File: src/rtl/match_controller_if.sv
// rtl/match_controller_if.sv - Signal bundle between the match sequencer and its neighbours
//
// timing_tick  1   one-cycle frame tick
// start        1   debounced start button level
// x_ball       11  ball X position
// state        2   0=START 1=PLAY 2=SERVE 3=GAME_OVER
// score_left   4   left player score
// score_right  4   right player score
// point_left   1   one-cycle pulse, left player scored
// point_right  1   one-cycle pulse, right player scored
// winner       1   0=left 1=right, valid in GAME_OVER
//
// slave: the match controller; master: the surrounding logic that drives it.
interface match_controller_if;
    logic        timing_tick;
    logic        start;
    logic [10:0] x_ball;
    logic [1:0]  state;
    logic [3:0]  score_left;
    logic [3:0]  score_right;
    logic        point_left;
    logic        point_right;
    logic        winner;

    modport master (
        output timing_tick, start, x_ball,
        input  state, score_left, score_right, point_left, point_right, winner
    );

    modport slave (
        input  timing_tick, start, x_ball,
        output state, score_left, score_right, point_left, point_right, winner
    );
endinterface

File: src/rtl/match_controller.sv
// rtl/match_controller.sv - Pong game sequencer: serve countdown, goal detection, scoring, winner
//
// clk   in   system clock
// rst   in   synchronous, active-high reset
// bus   slave modport of match_controller_if
//       in : timing_tick, start, x_ball
//       out: state, score_left, score_right, point_left, point_right, winner
//
// All outputs are registered; an input event on cycle N is visible on cycle N+1.
module match_controller #(
    parameter int WIN_SCORE    = 7,
    parameter int SERVE_TICKS  = 120,
    parameter int LEFT_GOAL_X  = 8,
    parameter int RIGHT_GOAL_X = 1001
) (
    input  logic               clk,
    input  logic               rst,
    match_controller_if.slave  bus
);

    localparam int CW = $clog2(SERVE_TICKS + 1);

    localparam logic [CW-1:0] SERVE_LOAD = CW'(SERVE_TICKS);
    localparam logic [3:0]    WIN_VAL    = 4'(WIN_SCORE);
    localparam logic [10:0]   LEFT_X     = 11'(LEFT_GOAL_X);
    localparam logic [10:0]   RIGHT_X    = 11'(RIGHT_GOAL_X);

    typedef enum logic [1:0] {
        ST_START = 2'd0,
        ST_PLAY  = 2'd1,
        ST_SERVE = 2'd2,
        ST_OVER  = 2'd3
    } state_t;

    state_t        state_q, state_d;
    logic [CW-1:0] cnt_q, cnt_d;
    logic [3:0]    sl_q, sl_d;
    logic [3:0]    sr_q, sr_d;
    logic          pl_q, pl_d;
    logic          pr_q, pr_d;
    logic          win_q, win_d;
    logic          start_q;

    logic          start_edge;
    logic          hit_left_wall;
    logic          hit_right_wall;
    logic [3:0]    sl_inc;
    logic [3:0]    sr_inc;

    assign start_edge     = bus.start & ~start_q;
    // Ball at the left wall scores for the right player and vice versa.
    assign hit_left_wall  = (bus.x_ball <= LEFT_X);
    assign hit_right_wall = (bus.x_ball >= RIGHT_X);
    assign sl_inc         = sl_q + 4'd1;
    assign sr_inc         = sr_q + 4'd1;

    always_ff @(posedge clk) begin
        if (rst) begin
            state_q <= ST_START;
            cnt_q   <= '0;
            sl_q    <= 4'd0;
            sr_q    <= 4'd0;
            pl_q    <= 1'b0;
            pr_q    <= 1'b0;
            win_q   <= 1'b0;
            start_q <= 1'b0;
        end else begin
            state_q <= state_d;
            cnt_q   <= cnt_d;
            sl_q    <= sl_d;
            sr_q    <= sr_d;
            pl_q    <= pl_d;
            pr_q    <= pr_d;
            win_q   <= win_d;
            start_q <= bus.start;
        end
    end

    always_comb begin
        state_d = state_q;
        cnt_d   = cnt_q;
        sl_d    = sl_q;
        sr_d    = sr_q;
        pl_d    = 1'b0;
        pr_d    = 1'b0;
        win_d   = win_q;

        case (state_q)
            ST_START: begin
                if (start_edge) begin
                    state_d = ST_SERVE;
                    cnt_d   = SERVE_LOAD;
                end
            end

            ST_SERVE: begin
                // Counter holds the ticks still to wait; the tick that finds
                // it at 1 is the last one spent in SERVE.
                if (bus.timing_tick) begin
                    if (cnt_q == CW'(1)) begin
                        state_d = ST_PLAY;
                        cnt_d   = '0;
                    end else begin
                        cnt_d = cnt_q - CW'(1);
                    end
                end
            end

            ST_PLAY: begin
                // Leaving PLAY on the scoring edge guarantees one point per exit.
                if (hit_left_wall) begin
                    sr_d = sr_inc;
                    pr_d = 1'b1;
                    if (sr_inc == WIN_VAL) begin
                        state_d = ST_OVER;
                        win_d   = 1'b1;
                    end else begin
                        state_d = ST_SERVE;
                        cnt_d   = SERVE_LOAD;
                    end
                end else if (hit_right_wall) begin
                    sl_d = sl_inc;
                    pl_d = 1'b1;
                    if (sl_inc == WIN_VAL) begin
                        state_d = ST_OVER;
                        win_d   = 1'b0;
                    end else begin
                        state_d = ST_SERVE;
                        cnt_d   = SERVE_LOAD;
                    end
                end
            end

            ST_OVER: begin
                if (start_edge) begin
                    sl_d    = 4'd0;
                    sr_d    = 4'd0;
                    win_d   = 1'b0;
                    state_d = ST_SERVE;
                    cnt_d   = SERVE_LOAD;
                end
            end

            default: state_d = ST_START;
        endcase
    end

    assign bus.state       = state_q;
    assign bus.score_left  = sl_q;
    assign bus.score_right = sr_q;
    assign bus.point_left  = pl_q;
    assign bus.point_right = pr_q;
    assign bus.winner      = win_q;

endmodule
File: src/flat_wrapper.sv
// flat-port wrapper written by rule: the top's interface ports become plain ports
module match_controller_flat 
#(
    parameter int WIN_SCORE    = 7,
    parameter int SERVE_TICKS  = 120,
    parameter int LEFT_GOAL_X  = 8,
    parameter int RIGHT_GOAL_X = 1001
)
  (clk, rst, bus_timing_tick, bus_start, bus_x_ball, bus_state, bus_score_left, bus_score_right, bus_point_left, bus_point_right, bus_winner);
  match_controller_if bus_i ();
  input  logic clk;
  input  logic rst;
  input wire logic [$bits(bus_i.timing_tick)-1:0] bus_timing_tick;
  input wire logic [$bits(bus_i.start)-1:0] bus_start;
  input wire logic [$bits(bus_i.x_ball)-1:0] bus_x_ball;
  output wire logic [$bits(bus_i.state)-1:0] bus_state;
  output wire logic [$bits(bus_i.score_left)-1:0] bus_score_left;
  output wire logic [$bits(bus_i.score_right)-1:0] bus_score_right;
  output wire logic [$bits(bus_i.point_left)-1:0] bus_point_left;
  output wire logic [$bits(bus_i.point_right)-1:0] bus_point_right;
  output wire logic [$bits(bus_i.winner)-1:0] bus_winner;
  assign bus_i.timing_tick = bus_timing_tick;
  assign bus_i.start = bus_start;
  assign bus_i.x_ball = bus_x_ball;
  assign bus_state = bus_i.state;
  assign bus_score_left = bus_i.score_left;
  assign bus_score_right = bus_i.score_right;
  assign bus_point_left = bus_i.point_left;
  assign bus_point_right = bus_i.point_right;
  assign bus_winner = bus_i.winner;
  match_controller #(.WIN_SCORE(WIN_SCORE), .SERVE_TICKS(SERVE_TICKS), .LEFT_GOAL_X(LEFT_GOAL_X), .RIGHT_GOAL_X(RIGHT_GOAL_X)) u_core (.clk(clk), .rst(rst), .bus(bus_i));
endmodule
File: config.mk
export PLATFORM = sky130hd
export DESIGN_NAME = match_controller_flat
export DESIGN_NICKNAME = d
export VERILOG_FILES = /design/src/rtl/match_controller_if.sv /design/src/rtl/match_controller.sv /design/src/flat_wrapper.sv
export SDC_FILE = /design/constraint.sdc
export NUM_CORES = 1
export LEC_CHECK = 0
export ABC_AREA = 1
export CORE_AREA = 3 3 76 78
export CTS_BUF_LIST = sky130_fd_sc_hd__clkbuf_8
export CTS_CLUSTER_DIAMETER = 200
export DETAILED_ROUTE_END_ITERATION = 8
export DIE_AREA = 0 0 79 81
export HOLD_SLACK_MARGIN = 0.03
export PLACE_DENSITY_LB_ADDON = 0.08
export RECOVER_POWER = 100
export SYNTH_ARGS = -nofsm -noshare
export SYNTH_HDL_FRONTEND = slang
export SYNTH_SLANG_ARGS = --single-unit
File: constraint.sdc
create_clock -name clk -period 3 [get_ports clk]
set_input_delay 0.3 -clock clk [delete_from_list [all_inputs] [get_ports clk]]
set_output_delay 0.3 -clock clk [all_outputs]
set_load 0.01 [all_outputs]
==> results.md <==
Timing:
- Based on the critical path, the design can be clocked at up to between 500 and 600 MHz.
- The count of final max-slew check failures is 0.
- The worst path needs 1.97 ns of the cycle, external delays included.
- Setup repair after global routing left no endpoint under its margin.
- The worst pin sits at a relative slew slack of 58.8%.
- The total of endpoints with negative setup slack in the final report is 0.
- Across the routed clock network, the largest skew measured is 0.00263 ns.
- The final number of hold-violating endpoints came to 0.
- For the pin with the worst max-slew slack, the measured transition is 0.616 ns.
- The post-route setup TNS is 0 ns.
- Of the available clock period, the critical path in the final layout requires 65.8%.
- Once routing completed, OpenROAD measured the worst setup slack at between 1 and 1.5 ns.

Critical path:
- The longest individual stage delay on the worst path is roughly 0.48 ns.
- The setup slack on the worst flop-to-flop path is 1.03 ns.
- The worst path buffer plus inverter count is 2.
- The critical-path cell with the highest stage delay is sky130_fd_sc_hd__nor2_1.
- Among cell families on the critical path, the largest total delay comes from simple AND/OR/NAND/NOR gates.
- The logic depth of the worst register-to-register path is 8.
- The most numerous cell type found on the critical path is sky130_fd_sc_hd__nor2_1.
- The worst endpoint data arrival time is 2.14 ns.
- The startpoint identified for the worst register-to-register timing path is u_core.bus.state[1].
- The signal on the critical path passes through clkdlybuf4s50_1 > inv_2 > nand2_2 > nor2_4 > nand3_4 > nand2_1 > nor2_1 > nor2_1 > nand3_1 > nand2_1 > nor2_1.
- The sort of element at the end of the critical path is a flip-flop.
- In this run the worst path has a maximum fanout of 8.
- The type of the setup path with the least slack is primary input to flip-flop.
- The destination of the worst register-to-register timing path is u_core.cnt_q[2].
- The startpoint class of the critical path is a primary input.
- The data required time of the critical path is between 3 and 4 ns.

Floorplan:
- The number of rows in the core area is 26.
- In this run the vertical extent of the chip is 81 um.
- The starting density of the core is 29.7%.
- The die outline area is around 6400 um^2.
- The area inside the core boundary is 5140 um^2.
- During I/O placement, the number of pins put on the boundary was 28.
- The chip width is 79 um.

Clock tree:
- Buffers inserted to repair hold after CTS numbered 0.
- The root buffer cell is sky130_fd_sc_hd__clkbuf_8.
- The total CTS buffers is 3.
- The maximum clock insertion buffer count is 2.
- Clock-pin slew was measured on the worst setup and hold paths at 0.08 ns.
- At the later pin of the worst-skew pair, clock insertion delay measures 0.26 ns.
- In this run the number of H-tree levels came out at 1.
- TritonCTS built the clock tree.
- The number of clock sinks is 21.
- In this run, post-CTS repair resized a total of 0 instances.
- The number of buffers inserted to repair setup after CTS is 0.

Global routing:
- The number of antenna violations at the first check in global routing was 0.
- The number of global-route vias before repair is 1350.
- After global routing the overflow that remains totals 0.
- The all-layer global routing usage is 12.0%.
- The first-pass GRT wire length is 6240 um.
- Entering global routing, the biggest net connects 18 pins.

Routing:
- The detailed router finished its first iteration with between 70 and 80 violations.
- The remaining design rule violation count is 0.
- After detailed routing, the average wire length per cell comes to between 10 and 15 um.
- The antenna violation net count after detailed routing is 0.
- The first-pass iteration count of the detailed router is 4.
- Summed over all layers, the routed wires come to 3520 um.
- Dividing the detail-routed via count by the number of cells gives 4.34.
- The total number of vias is 1470.

Power and ir drop:
- The total power density per cell area is 850 nW/um^2.
- In this run the static leakage power is 0.000910 uW.
- The worst-case IR drop observed on VDD is 0.268 mV.

Placement:
- The worst slack after detailed placement is 1.10 ns.
- The final weighted congestion of routability-driven global placement is 0.781.
- In this run the tool buffered the top-level ports with 27 buffer cells.
- The half-perimeter wire length after detailed placement is 2780 um.
- In this run the cell area measured after placement is 1860 um^2.

Logic synthesis:
- Of the post-synthesis cell area, the dominant cell type holds 27.6%.
- Averaged over all synthesized cells, the footprint is 6.33 um^2.
- The total of flip-flops plus latches after synthesis is 21.
- The number of enable-type register cells in the synthesized netlist is 0.
- Counting flops with an async set or reset pin after synthesis yields a share of 0%.
- The dominant cell type by area after synthesis is sky130_fd_sc_hd__dfxtp_1.
- The area of the mapped netlist is ~1500 um^2.
- In the post-synthesis netlist, the biggest area contributors are sky130_fd_sc_hd__dfxtp_1, sky130_fd_sc_hd__nor2_1, sky130_fd_sc_hd__nand2_1.
- Yosys mapped the design onto 28 distinct sky130hd cell types.
- Among all flip-flop cells after synthesis, the most frequent one is sky130_fd_sc_hd__dfxtp_1.
- The number of nets handed over by synthesis was 266.
- In the synthesized netlist, the number of instances is 241.
- The count of yosys warnings during synthesis is 0.
- The sequential-to-total area share from yosys stat is 27.6%.

Layout:
- The repair_antennas step left the layout with diodes totalling 0.
- The leading cell type in the layout, fill and taps excluded is sky130_fd_sc_hd__nor2_1.
- Fill cells in the final layout number roughly 600.
- The fraction of final layout cells with drive strength greater than 1 is 7.43%.
- Relative to the synthesized area, the layout overhead comes to 23.7%.
- The finished cells cover between 1500 and 2000 um^2.
- The final layout net count is a little under 300.
- Leaving out fill and tap cells, the most frequent cells in the layout are sky130_fd_sc_hd__nor2_1, sky130_fd_sc_hd__nand2_1, sky130_fd_sc_hd__inv_1, sky130_fd_sc_hd__nand3_1, sky130_fd_sc_hd__dfxtp_1.

Status:
- The flow ran to the end, and the final reports show no timing, DRC or antenna violations.

Hold path:
- The class of the tightest hold or removal check is flip-flop to flip-flop.
- The startpoint identified for the worst hold timing path is u_core.cnt_q[1].
- The instance count along the most critical hold path is 2.
- For hold timing, the worst endpoint is u_core.cnt_q[1].

Flow run:
- Across the run, the number of max-cap violations was 0.
## cell usage after synthesis (2+ instances only)
library cell              number
sky130_fd_sc_hd__inv_1        33
sky130_fd_sc_hd__nand2_2       4
sky130_fd_sc_hd__o21ai_0       8
sky130_fd_sc_hd__nor2_4        2
sky130_fd_sc_hd__inv_2         4
sky130_fd_sc_hd__dfxtp_1      21
sky130_fd_sc_hd__xnor2_1       2
sky130_fd_sc_hd__nand2_1      44
sky130_fd_sc_hd__nand4_1       5
sky130_fd_sc_hd__nand2_4       2
sky130_fd_sc_hd__a21oi_1      12
sky130_fd_sc_hd__ha_1         10
sky130_fd_sc_hd__nor2_1       55
sky130_fd_sc_hd__nor2_2        4
sky130_fd_sc_hd__buf_2         2
sky130_fd_sc_hd__nand3_1      21
## power breakdown
part / total [uW] / switching [uW] / internal (uW) / leakage, uW
logic: 914 / 531 / 383 / 0.000711
clock network: 197 / 105 / 92.8 / 0.0000255
registers: 492 / 111 / 381 / 0.000173
## how the worst max path moves through the flow
stage	startpoint	cells past startpoint	slack, ns	endpoint
after floorplan	u_core.bus.state[1]	9	1.46	u_core.bus.score_right[0]
after global placement	u_core.bus.state[1]	8	1.06	u_core.bus.score_right[0]
after detailed placement	u_core.bus.state[1]	8	1.10	u_core.bus.score_right[0]
after CTS	u_core.bus.state[1]	8	1.09	u_core.bus.score_right[0]
after global routing	u_core.bus.state[1]	8	0.71	u_core.cnt_q[1]
final	bus_x_ball[10]	11	1.03	u_core.cnt_q[2]
## area by class of cell
cell class | instances | area [um^2] | share of cell area (%)
Multi-Input combinational cell | 180 | 923 | 48.9
Inverter | 37 | 139 | 7.36
Tap cell | 70 | 87.6 | 4.64
Sequential cell | 21 | 420 | 22.3
Timing Repair Buffer | 27 | 270 | 14.3
Clock inverter | 1 | 5.00 | 0.265
Clock buffer | 3 | 41.3 | 2.19
## metrics by stage
step	total power [uW]	utilization (%)	hold slack, ns	cells
floorplan	1190	-	0.369	241
global placement	1480	36.2	0.496	335
detailed placement	1480	36.2	0.498	335
CTS	1690	37.1	0.512	339
global route	1800	36.7	0.531	339
finish	1600	36.7	0.507	339
## logic make-up (layout without fill, tap and decap cells)
group,Yosys count,count (layout),synth area share (%)
AO/OA/AOI/OAI,23,23,7.96
AND/OR/NAND/NOR,144,144,44.1
adder cells (fa/ha/maj),10,10,8.20
XOR/XNOR,3,3,1.72
flip-flops,21,21,27.6
buffers and inverters,40,68,10.5
## layer usage
layer	GRT usage, %	vias up	share of wire, %
met1	15.3	631	50
met3	2.55	2	3.6
li1	-	807	-
met4	2.06	0	0.88
met5	0	-	0
met2	21.1	30	45
## state kept, by name, summed over array words and instances (netlist names)
name and count:
u_core.cnt_q 7, u_core.bus.state 2, u_core.bus.point_left 1, u_core.start_q 1, u_core.bus.winner 1, u_core.bus.score_left 4, u_core.bus.point_right 1, u_core.bus.score_right 4
## worst register-to-register path, stage by stage, from the launching register on
cell and delay [ns]:
sky130_fd_sc_hd__dfxtp_1 0.43, sky130_fd_sc_hd__inv_1 0.07, sky130_fd_sc_hd__ha_1 0.29, sky130_fd_sc_hd__nand2_1 0.22, sky130_fd_sc_hd__nor2_1 0.10, sky130_fd_sc_hd__nor2_1 0.48
sky130_fd_sc_hd__nand3_1 0.15, sky130_fd_sc_hd__nand2_1 0.09, sky130_fd_sc_hd__nor2_1 0.04
(Power assumes the default switching activity.)
